**config.mk**
```make
export PLATFORM = sky130hd
export DESIGN_NAME = regfile_wr_arbiter
export DESIGN_NICKNAME = d
export VERILOG_FILES = /design/src/rtl/regfile_wr_arbiter.sv
export SDC_FILE = /design/constraint.sdc
export NUM_CORES = 1
export LEC_CHECK = 0
export CAP_MARGIN = 20
export CORE_MARGIN = 2
export CORE_UTILIZATION = 34
export DETAILED_ROUTE_END_ITERATION = 10
export PLACE_DENSITY = 0.84
export SLEW_MARGIN = 15
export SYNTH_ARGS = -nofsm -noshare
export SYNTH_HDL_FRONTEND = slang
export SYNTH_SLANG_ARGS = --single-unit
```
**constraint.sdc**
```tcl
create_clock -name clk -period 1.8 [get_ports clk]
set_clock_uncertainty 0.2 [all_clocks]
set_input_delay 0.36 -clock clk [delete_from_list [all_inputs] [get_ports clk]]
set_output_delay 0.36 -clock clk [all_outputs]
set_load 0.03 [all_outputs]
```
**src/rtl/regfile_wr_arbiter.sv**
```systemverilog
// Round-robin arbiter sharing the register file write port between
// execute and memory writeback, with R15 diverted to a PC-write pulse.
module regfile_wr_arbiter #(
   parameter int DATA_W = 32,
   parameter int ADDR_W = 4,
   parameter int PC_REG = 15
) (
   input  logic              clk,
   input  logic              rst,
   input  logic              hold,
   input  logic              ex_valid,
   output logic              ex_ready,
   input  logic [ADDR_W-1:0] ex_addr,
   input  logic [DATA_W-1:0] ex_data,
   input  logic              mem_valid,
   output logic              mem_ready,
   input  logic [ADDR_W-1:0] mem_addr,
   input  logic [DATA_W-1:0] mem_data,
   output logic [ADDR_W-1:0] A3,
   output logic [DATA_W-1:0] WD3,
   output logic              WE3,
   output logic              pc_wr,
   output logic [DATA_W-1:0] pc_wdata,
   input  logic [ADDR_W-1:0] rd_addr1,
   input  logic [ADDR_W-1:0] rd_addr2,
   output logic              fwd1,
   output logic              fwd2,
   output logic [DATA_W-1:0] fwd_data
);

   localparam logic [ADDR_W-1:0] PC_A = ADDR_W'(PC_REG);

   logic              rr_q, rr_d;
   logic              we_q, we_d;
   logic              pcw_q, pcw_d;
   logic [ADDR_W-1:0] a3_q, a3_d;
   logic [DATA_W-1:0] wd3_q, wd3_d;
   logic [DATA_W-1:0] pcd_q, pcd_d;

   logic              open_w;
   logic              both;
   logic              gnt;
   logic [ADDR_W-1:0] g_addr;
   logic [DATA_W-1:0] g_data;

   assign open_w    = !rst && !hold;
   assign both      = ex_valid && mem_valid;
   assign ex_ready  = open_w && ex_valid && (!mem_valid || !rr_q);
   assign mem_ready = open_w && mem_valid && (!ex_valid || rr_q);
   assign gnt       = ex_ready || mem_ready;
   assign g_addr    = mem_ready ? mem_addr : ex_addr;
   assign g_data    = mem_ready ? mem_data : ex_data;

   always_comb begin
      rr_d  = rr_q;
      we_d  = 1'b0;
      pcw_d = 1'b0;
      a3_d  = a3_q;
      wd3_d = wd3_q;
      pcd_d = pcd_q;
      if (gnt) begin
         a3_d  = g_addr;
         wd3_d = g_data;
         // The pointer moves to the loser only when both were asking.
         if (both) rr_d = ex_ready;
         if (g_addr == PC_A) begin
            pcw_d = 1'b1;
            pcd_d = g_data;
         end else begin
            we_d = 1'b1;
         end
      end
   end

   always_ff @(posedge clk) begin
      if (rst) begin
         rr_q  <= 1'b0;
         we_q  <= 1'b0;
         pcw_q <= 1'b0;
         a3_q  <= '0;
         wd3_q <= '0;
         pcd_q <= '0;
      end else begin
         rr_q  <= rr_d;
         we_q  <= we_d;
         pcw_q <= pcw_d;
         a3_q  <= a3_d;
         wd3_q <= wd3_d;
         pcd_q <= pcd_d;
      end
   end

   assign A3       = a3_q;
   assign WD3      = wd3_q;
   assign WE3      = we_q;
   assign pc_wr    = pcw_q;
   assign pc_wdata = pcd_q;
   assign fwd1     = we_q && (a3_q == rd_addr1);
   assign fwd2     = we_q && (a3_q == rd_addr2);
   assign fwd_data = wd3_q;

endmodule

```
==> results of run 1 <==
==> worst reg2reg max path, stage by stage (launching register included) <==
cell      delay (ns)
dfxtp_2         0.32
nand2b_4        0.16
nand3_4         0.11
inv_2           0.05
buf_6           0.11
buf_4           0.15
o31ai_1         0.28
buf_4           0.17
a211oi_1        0.06
==> report_power, final <==
part	switching (mW)	total, mW	internal [mW]
combinational	0.498	0.914	0.416
sequential	0.0486	1.68	1.63
clock	0.603	1.56	0.954
==> cell families (layout without fill, tap and decap cells) <==
logic type	Yosys count	count (layout)	synth area share, %
flip-flops	71	71	43.2
XOR/XNOR	9	9	2.39
buffers and inverters	59	247	11.1
AND/OR/NAND/NOR	111	111	17.5
AO/OA/AOI/OAI	49	49	11.9
multiplexers	46	46	14.0
==> worst max-delay path by stage <==
| stage | from | to | slack [ns] | cells past startpoint |
|---|---|---|---|---|
| 5_1_grt | A3[0]$_SDFFE_PP0N_ | fwd1 | -0.22 | 4 |
| 4_1_cts | rd_addr2[2] | fwd2 | -0.20 | 4 |
| 3_3_place_gp | mem_valid | pc_wdata[31]$_SDFFE_PP0P_ | -0.47 | 5 |
| 6_report | rd_addr2[2] | fwd2 | -0.19 | 4 |
| 2_1_floorplan | rst | pc_wdata[12]$_SDFFE_PP0P_ | -0.07 | 5 |
| 3_5_place_dp | ex_valid | WD3[1]$_SDFFE_PP0N_ | -0.52 | 6 |
==> final cells by class <==
cell class / instances / area [um2]
Clock buffer: 10 / 138
Clock inverter: 5 / 106
Fill cell: 833 / 3690
Inverter: 3 / 11.3
Multi-Input combinational cell: 215 / 1650
Sequential cell: 71 / 1430
Tap cell: 129 / 161
Timing Repair Buffer: 229 / 2140
==> metrics by stage <==
stage / util [%] / hold WS, ns / TNS (ns) / cell area [um2] / std cells
floorplan: - / 0.319 / -1.28 / 3350 / 345
finish: 60.4 / 0.124 / -0.349 / 5640 / 662
global placement: 57.2 / 0.259 / -25.83 / 5340 / 638
detailed placement: 57.2 / 0.269 / -28.22 / 5340 / 638
global route: 60.4 / 0.114 / -0.441 / 5640 / 662
CTS: 59.3 / 0.169 / -0.428 / 5530 / 658
==> flip-flops by register name, summed over array words and instances (netlist names) <==
register,flops
WD3,32
pc_wdata,32
A3,4
WE3,1
pc_wr,1
rr_q,1
==> cell usage in the layout (no fill, tap or decap), types with 2 or more instances in the layout <==
| cell type | synthesis | layout |
|---|---|---|
| nor4_4 | 0 | 2 |
| dfxtp_1 | 71 | 66 |
| xor2_2 | 0 | 2 |
| a311oi_1 | 4 | 4 |
| a211oi_1 | 33 | 31 |
| nor3_1 | 18 | 18 |
| inv_1 | 3 | 2 |
| buf_12 | 0 | 5 |
| mux2i_1 | 46 | 46 |
| clkbuf_8 | 0 | 10 |
| clkdlybuf4s50_1 | 0 | 71 |
| dlygate4sd2_1 | 0 | 107 |
| nand2b_1 | 24 | 23 |
| buf_2 | 7 | 3 |
| nand4b_1 | 9 | 9 |
| bufinv_16 | 0 | 3 |
| nor2_4 | 1 | 3 |
| dlymetal6s2s_1 | 0 | 3 |
| xnor2_2 | 0 | 2 |
| buf_6 | 2 | 6 |
| nand2_2 | 0 | 2 |
| nand2_1 | 10 | 8 |
| o31ai_1 | 9 | 9 |
| xor2_1 | 7 | 4 |
| buf_4 | 32 | 32 |
| nor2_1 | 41 | 39 |
| a211oi_2 | 0 | 2 |
| dfxtp_2 | 0 | 4 |
==> timing repair <==
item / CTS / global route
buffers inserted: 4 / 4
pin swaps: 9 / 10
cloned: 1 / 1
endpoints found under the setup margin: 153 / 33
resized for setup: 135 / 22
endpoints found under the hold margin: 0 / 0
==> per-layer routing <==
layer	vias up	part of all wire, %
met5	-	0
met4	0	1.2
met3	16	8.4
met2	172	51
met1	1522	39
li1	1555	-
==> impl_results.md, run 1 <==
* Finish-stage setup viols at 2
* P_leak at between 2 and 3 nW
* H-tree depth at 3
* Post-Syn Instances at around 350
* Met3 usage at 6.43%
* Vias/cell at between 4 and 5
* # clock sinks at approximately 70
* Worst Path Required at around 1.2 ns
* Crit path max fanout at 1
* Layout cells sized above 1 at around 17%
* Routability Congestion at 0.847
* Drt total wl at approximately 11,000 um
* Number of port buffers at 190
* Yosys Warn Count at 0
* Worst R2R Path Depth at 8
* Crit path max-delay cell type: clkdlybuf4s50_1
* Remaining DRCs at 0
* TritonRoute pass-1 iters at 4
* Yosys cell types at 28
* Max_slew headroom at between 50% and 60%
* Startpoint types: input port
* Synth Net Count at between 400 and 500
* Core Box Area at between 0.009 and 0.01 mm2
* Synthesized cell area at between 0.003 and 0.004 mm2
* Via count of the routed design at ~3,300
* Area delta synth->final at 71.2%
* Slew Viols, Final at 0
* Share of the synthesized area in the top cell type at 43.2%
* Synth area leader: dfxtp_1
* Die W at about 100 um
* First-pass GRT wire length at 16,300 um
* Final ANT Viol Nets at 0
* Peak Freq at approximately 500 MHz
* Post-synth top cells: dfxtp_1 (71), mux2i_1 (46), nor2_1 (41)
* Die height at roughly 100 um
* R2r startpoint: rr_q$_SDFFE_PP0P_
* Hold WC Path Type: in2reg
* Power, Total at a little over 4 mW
* Dpl hpwl at 7860 um
* Post-synth ARST share at 0%
* All-Layer GR Usage at between 15 and 20%
* Classification of the worst setup path: in2out
* Nets at 614
* Worst hold path depth at 3
* Worst slack at placement at -0.518 ns
* Failing checks: negative setup slack
* Buf/Inv on CP at 2
* Worst Hold Launch: rst
* Fin crit period at 1.99 ns
* Detailed Route Iter0 Violations at 94
* Pin count of the biggest net entering global routing at between 60 and 70
* FF+latch count, synth at 71
* Post-Syn Area per Cell at 9.55 um2
* Worst R2R Setup Slack at ~0.040 ns
* TritonCTS buffer count at 9
* Vias in the first global route at approximately 3,300
* Crit. End Element: output pin
* Maxcap violations at 0
* Congestion Overflow GR at 0
* Top post-synthesis cells by area: dfxtp_1 (43%), mux2i_1 (14%), a211oi_1 (7.5%), buf_4 (7.3%), nor2_1 (4.7%)
* Antenna violations before repair at 0
* Cell Chain, Critical Path: clkdlybuf4s50_1 -> xor2_1 -> nor4_4 -> buf_4
* Hold EP: rr_q$_SDFFE_PP0P_
* Top Usage Layer GRT: met2
* N_diodes at 0
* Sequential area share after synthesis at a little over two fifths
* Max stage delay on crit path at between 0.4 and 0.5 ns
* Power Dens Cells at 737 mW/mm2
* Worst slew pin tran at 0.741 ns
* Clk_lat worst skew at about 0.32 ns
* Routed WL per cell at roughly 16 um
* IO Count at 191
* R2r endpoint: pc_wdata[1]$_SDFFE_PP0P_
* Reg clk slew, reported paths at approximately 0.07 ns
* CP top delay family: buffers and inverters
* Row cnt at 35
* Fin. Hold Viols at 0
* CTS tree: yes
* Root Driver: clkbuf_8
* Die area at between 0.01 and 0.015 mm2
* Top-count cell post-synth: dfxtp_1
* Maximum vdd ir drop at between 0.5 and 0.6 mV
* Status: finished with violations
* Starting density of the core at between 30% and 40%
* Grt met2 use at roughly 36%
* Cts-stage hold buffer count at 0
* RSZ-0062 raised after global routing: yes
* Worst path arrival time at between 1 and 1.5 ns
* Top_reg_cell synth: dfxtp_1
* Period utilization at 111%
* Post-synth EDFFs at 0
* Final worst-path setup slack at -0.191 ns
* M1 GR Usage at between 20 and 25%
* CTS Buffer Depth at 2
(Power assumes the default switching activity.)
==> inputs of run 2 (changes only) <==
--- a/config.mk
+++ b/config.mk
@@ -8,7 +8,7 @@
 export CAP_MARGIN = 20
 export CORE_MARGIN = 2
-export CORE_UTILIZATION = 34
+export CORE_UTILIZATION = 32
 export DETAILED_ROUTE_END_ITERATION = 10
-export PLACE_DENSITY = 0.84
+export PLACE_DENSITY = 0.8
 export SLEW_MARGIN = 15
 export SYNTH_ARGS = -nofsm -noshare
==> constraint.sdc (replaced) <==
create_clock -name clk -period 1.8 [get_ports clk]
set_clock_uncertainty 0.2 [all_clocks]
set_input_delay 0.36 -clock clk [delete_from_list [all_inputs] [get_ports clk]]
set_output_delay 0.36 -clock clk [all_outputs]
set_load 0.02 [all_outputs]
==> run 2 against run 1 <==
  * The run still ends with negative setup slack left
  * Setup slack better by 0.12 ns
  * Non-clock buffer count is 2 lower
  * Utilization decreased by 5.5 points
  * Critical path depth decreased by 1
  * Power is 6.6% lower
  * Largest power group unchanged
  * Maximum frequency rose by 6.6%
  * Sequential cell count is the same
  * Register-to-register slack improved by 0.02 ns
  * First-iteration DRC count is 3.2% higher
  * Critical path type is now reg2out
  * Largest cell class unchanged
==> impl_results.md, run 2 (synthesis results as in run 1) <==
* CTS Buffer Depth at 2
* Number of port buffers at 190
* # fillers at approximately 940
* Detailed Route Iter0 Violations at 97
* Area delta synth->final at 69.0%
* Via count of the routed design at approximately 3,200
* Max stage delay on crit path at roughly 0.37 ns
* Total negative setup slack at -0.120 ns
* Peak Freq at around 540 MHz
* Reg clk slew, reported paths at 0.07 ns
* Row cnt at 37
* Power Dens Cells at about 700 mW/mm2
* Max_slew headroom at 55.7%
* # clock sinks at approximately 70
* Core Box Area at ~0.010 mm2
* Antenna violations before repair at 1
* Remaining DRCs at 0
* Clk_lat worst skew at approximately 0.34 ns
* Root Driver: clkbuf_8
* Maxcap violations at 0
* Classification of the worst setup path: reg2out
* IO Count at 191
* Worst slack at placement at -0.715 ns
* Failing checks: negative setup slack
* Worst Hold Launch: ex_addr[0]
* CTS tree: yes
* Fin crit period at 1.87 ns
* Fin. Hold Viols at 0
* Hold WC Path Type: in2reg
* Drt total wl at slightly above 10,000 um
* Period utilization at 104%
* Vias/cell at 4.75
* Worst Path Required at between 1 and 1.5 ns
* Hold_ws at approximately 0.25 ns
* TritonCTS buffer count at 9
* Commonest non-fill, non-tap cell in the layout: dlygate4sd2_1
* Worst path arrival time at about 1.3 ns
* Die W at around 110 um
* Maximum vdd ir drop at 0.397 mV
* Dpl hpwl at between 7000 and 8000 um
* P_leak at between 2 and 3 nW
* DR WL met2 at 5370 um
* TritonRoute pass-1 iters at 4
* Worst slew pin tran at approximately 0.66 ns
* Max Used Layer: met4
* Most frequent cells in the layout: dlygate4sd2_1 (109), clkdlybuf4s50_1 (68), dfxtp_1 (67), mux2i_1 (44), nor2_1 (39)
* Routability Congestion at about 0.81
* First-pass GRT wire length at 16,100 um
* Buf/Inv on CP at 1
* Status: finished with violations
* Slew Viols, Final at 0
* Met3 WL at approximately 760 um
* Startpoint types: flop
* Die area at ~0.011 mm2
* Area occupied by multi-input gates at around 0.0016 mm2
* H-tree depth at 3
* Wire length on met1 at between 4000 and 5000 um
* RSZ-0062 raised after global routing: yes
* Layout cells sized above 1 at between 15 and 20%
* Crit path max-delay cell type: dfxtp_4
* Crit. End Element: output pin
* Die height at approximately 110 um
* Cts-stage hold buffer count at 0
* Cell Chain, Critical Path: xor2_2 -> nor4_2 -> buf_2
* FF/Latch Area at roughly 0.0014 mm2
* Power, Total at between 3 and 4 mW
* CP top delay family: flip-flops
* Nets at 612
* All-Layer GR Usage at between 10% and 20%
* Area after DPL at 0.00535 mm2
* R2r startpoint: rr_q$_SDFFE_PP0P_
* Final instance area at 0.00557 mm2
* Crit path max fanout at 3
* Congestion Overflow GR at 0
* Routed WL per cell at 15.5 um
* Pin count of the biggest net entering global routing at 70
* Final worst-path setup slack at -0.0681 ns
* Vias in the first global route at ~3,300
* Finish-stage setup viols at 2
* Final ANT Viol Nets at 0
* Setup crit start: A3[2]$_SDFFE_PP0N_
* Starting density of the core at between 30% and 40%
-- run 2: per-stage QoR --
stage | util, % | std cells
3_5_place_dp | 52.7 | 647
2_1_floorplan | - | 345
4_1_cts | 53.8 | 664
5_1_grt | 54.9 | 668
3_3_place_gp | 52.7 | 647
6_report | 54.9 | 668
-- run 2: area by class of cell --
| class | count | share of cell area (%) |
|---|---|---|
| inverters | 3 | 0.202 |
| well taps | 136 | 3.06 |
| flip-flops and latches | 71 | 25.8 |
| repair buffers | 227 | 38.4 |
| multi-input cells | 215 | 28.8 |
| diodes | 1 | 0.0450 |
| clock buffers | 11 | 2.54 |
| clock inverters | 4 | 1.26 |
-- run 2: path summary, 6_finish.rpt --
check,end,slack (ns),cells after the start
hold / removal,A3[0]$_SDFFE_PP0N_,0.25,3
setup / recovery,fwd2,-0.07,3
setup reg to reg,pc_wdata[12]$_SDFFE_PP0P_,0.06,6
hold reg to reg,pc_wdata[20]$_SDFFE_PP0P_,0.27,2
-- run 2: worst reg2reg max path: cells and delay by family (launching register included) --
family	cells	cell delay, ns
simple gates	3	0.57
flops	1	0.36
buf+inv	2	0.33
mux	1	0.21
-- run 2: power by group --
| part | leakage (nW) | internal (mW) | total [mW] | switching, mW |
|---|---|---|---|---|
| clock network | 0.109 | 0.807 | 1.40 | 0.590 |
| logic | 2.15 | 0.407 | 0.800 | 0.394 |
| registers | 0.581 | 1.63 | 1.68 | 0.0504 |
| total | 2.84 | 2.85 | 3.88 | 1.03 |
-- run 2: what timing repair did --
action,in CTS,in global routing
setup endpoints to repair,171,38
pin swaps,10,10
buffers inserted,2,1
cloned,0,2
resized for setup,146,23
hold endpoints to repair,0,0
-- run 2: layer usage --
metal	GRT usage, %	vias up
met2	32.6	129
li1	-	1547
met4	4.00	0
met1	20.2	1489
met3	6.25	10
met5	0	-
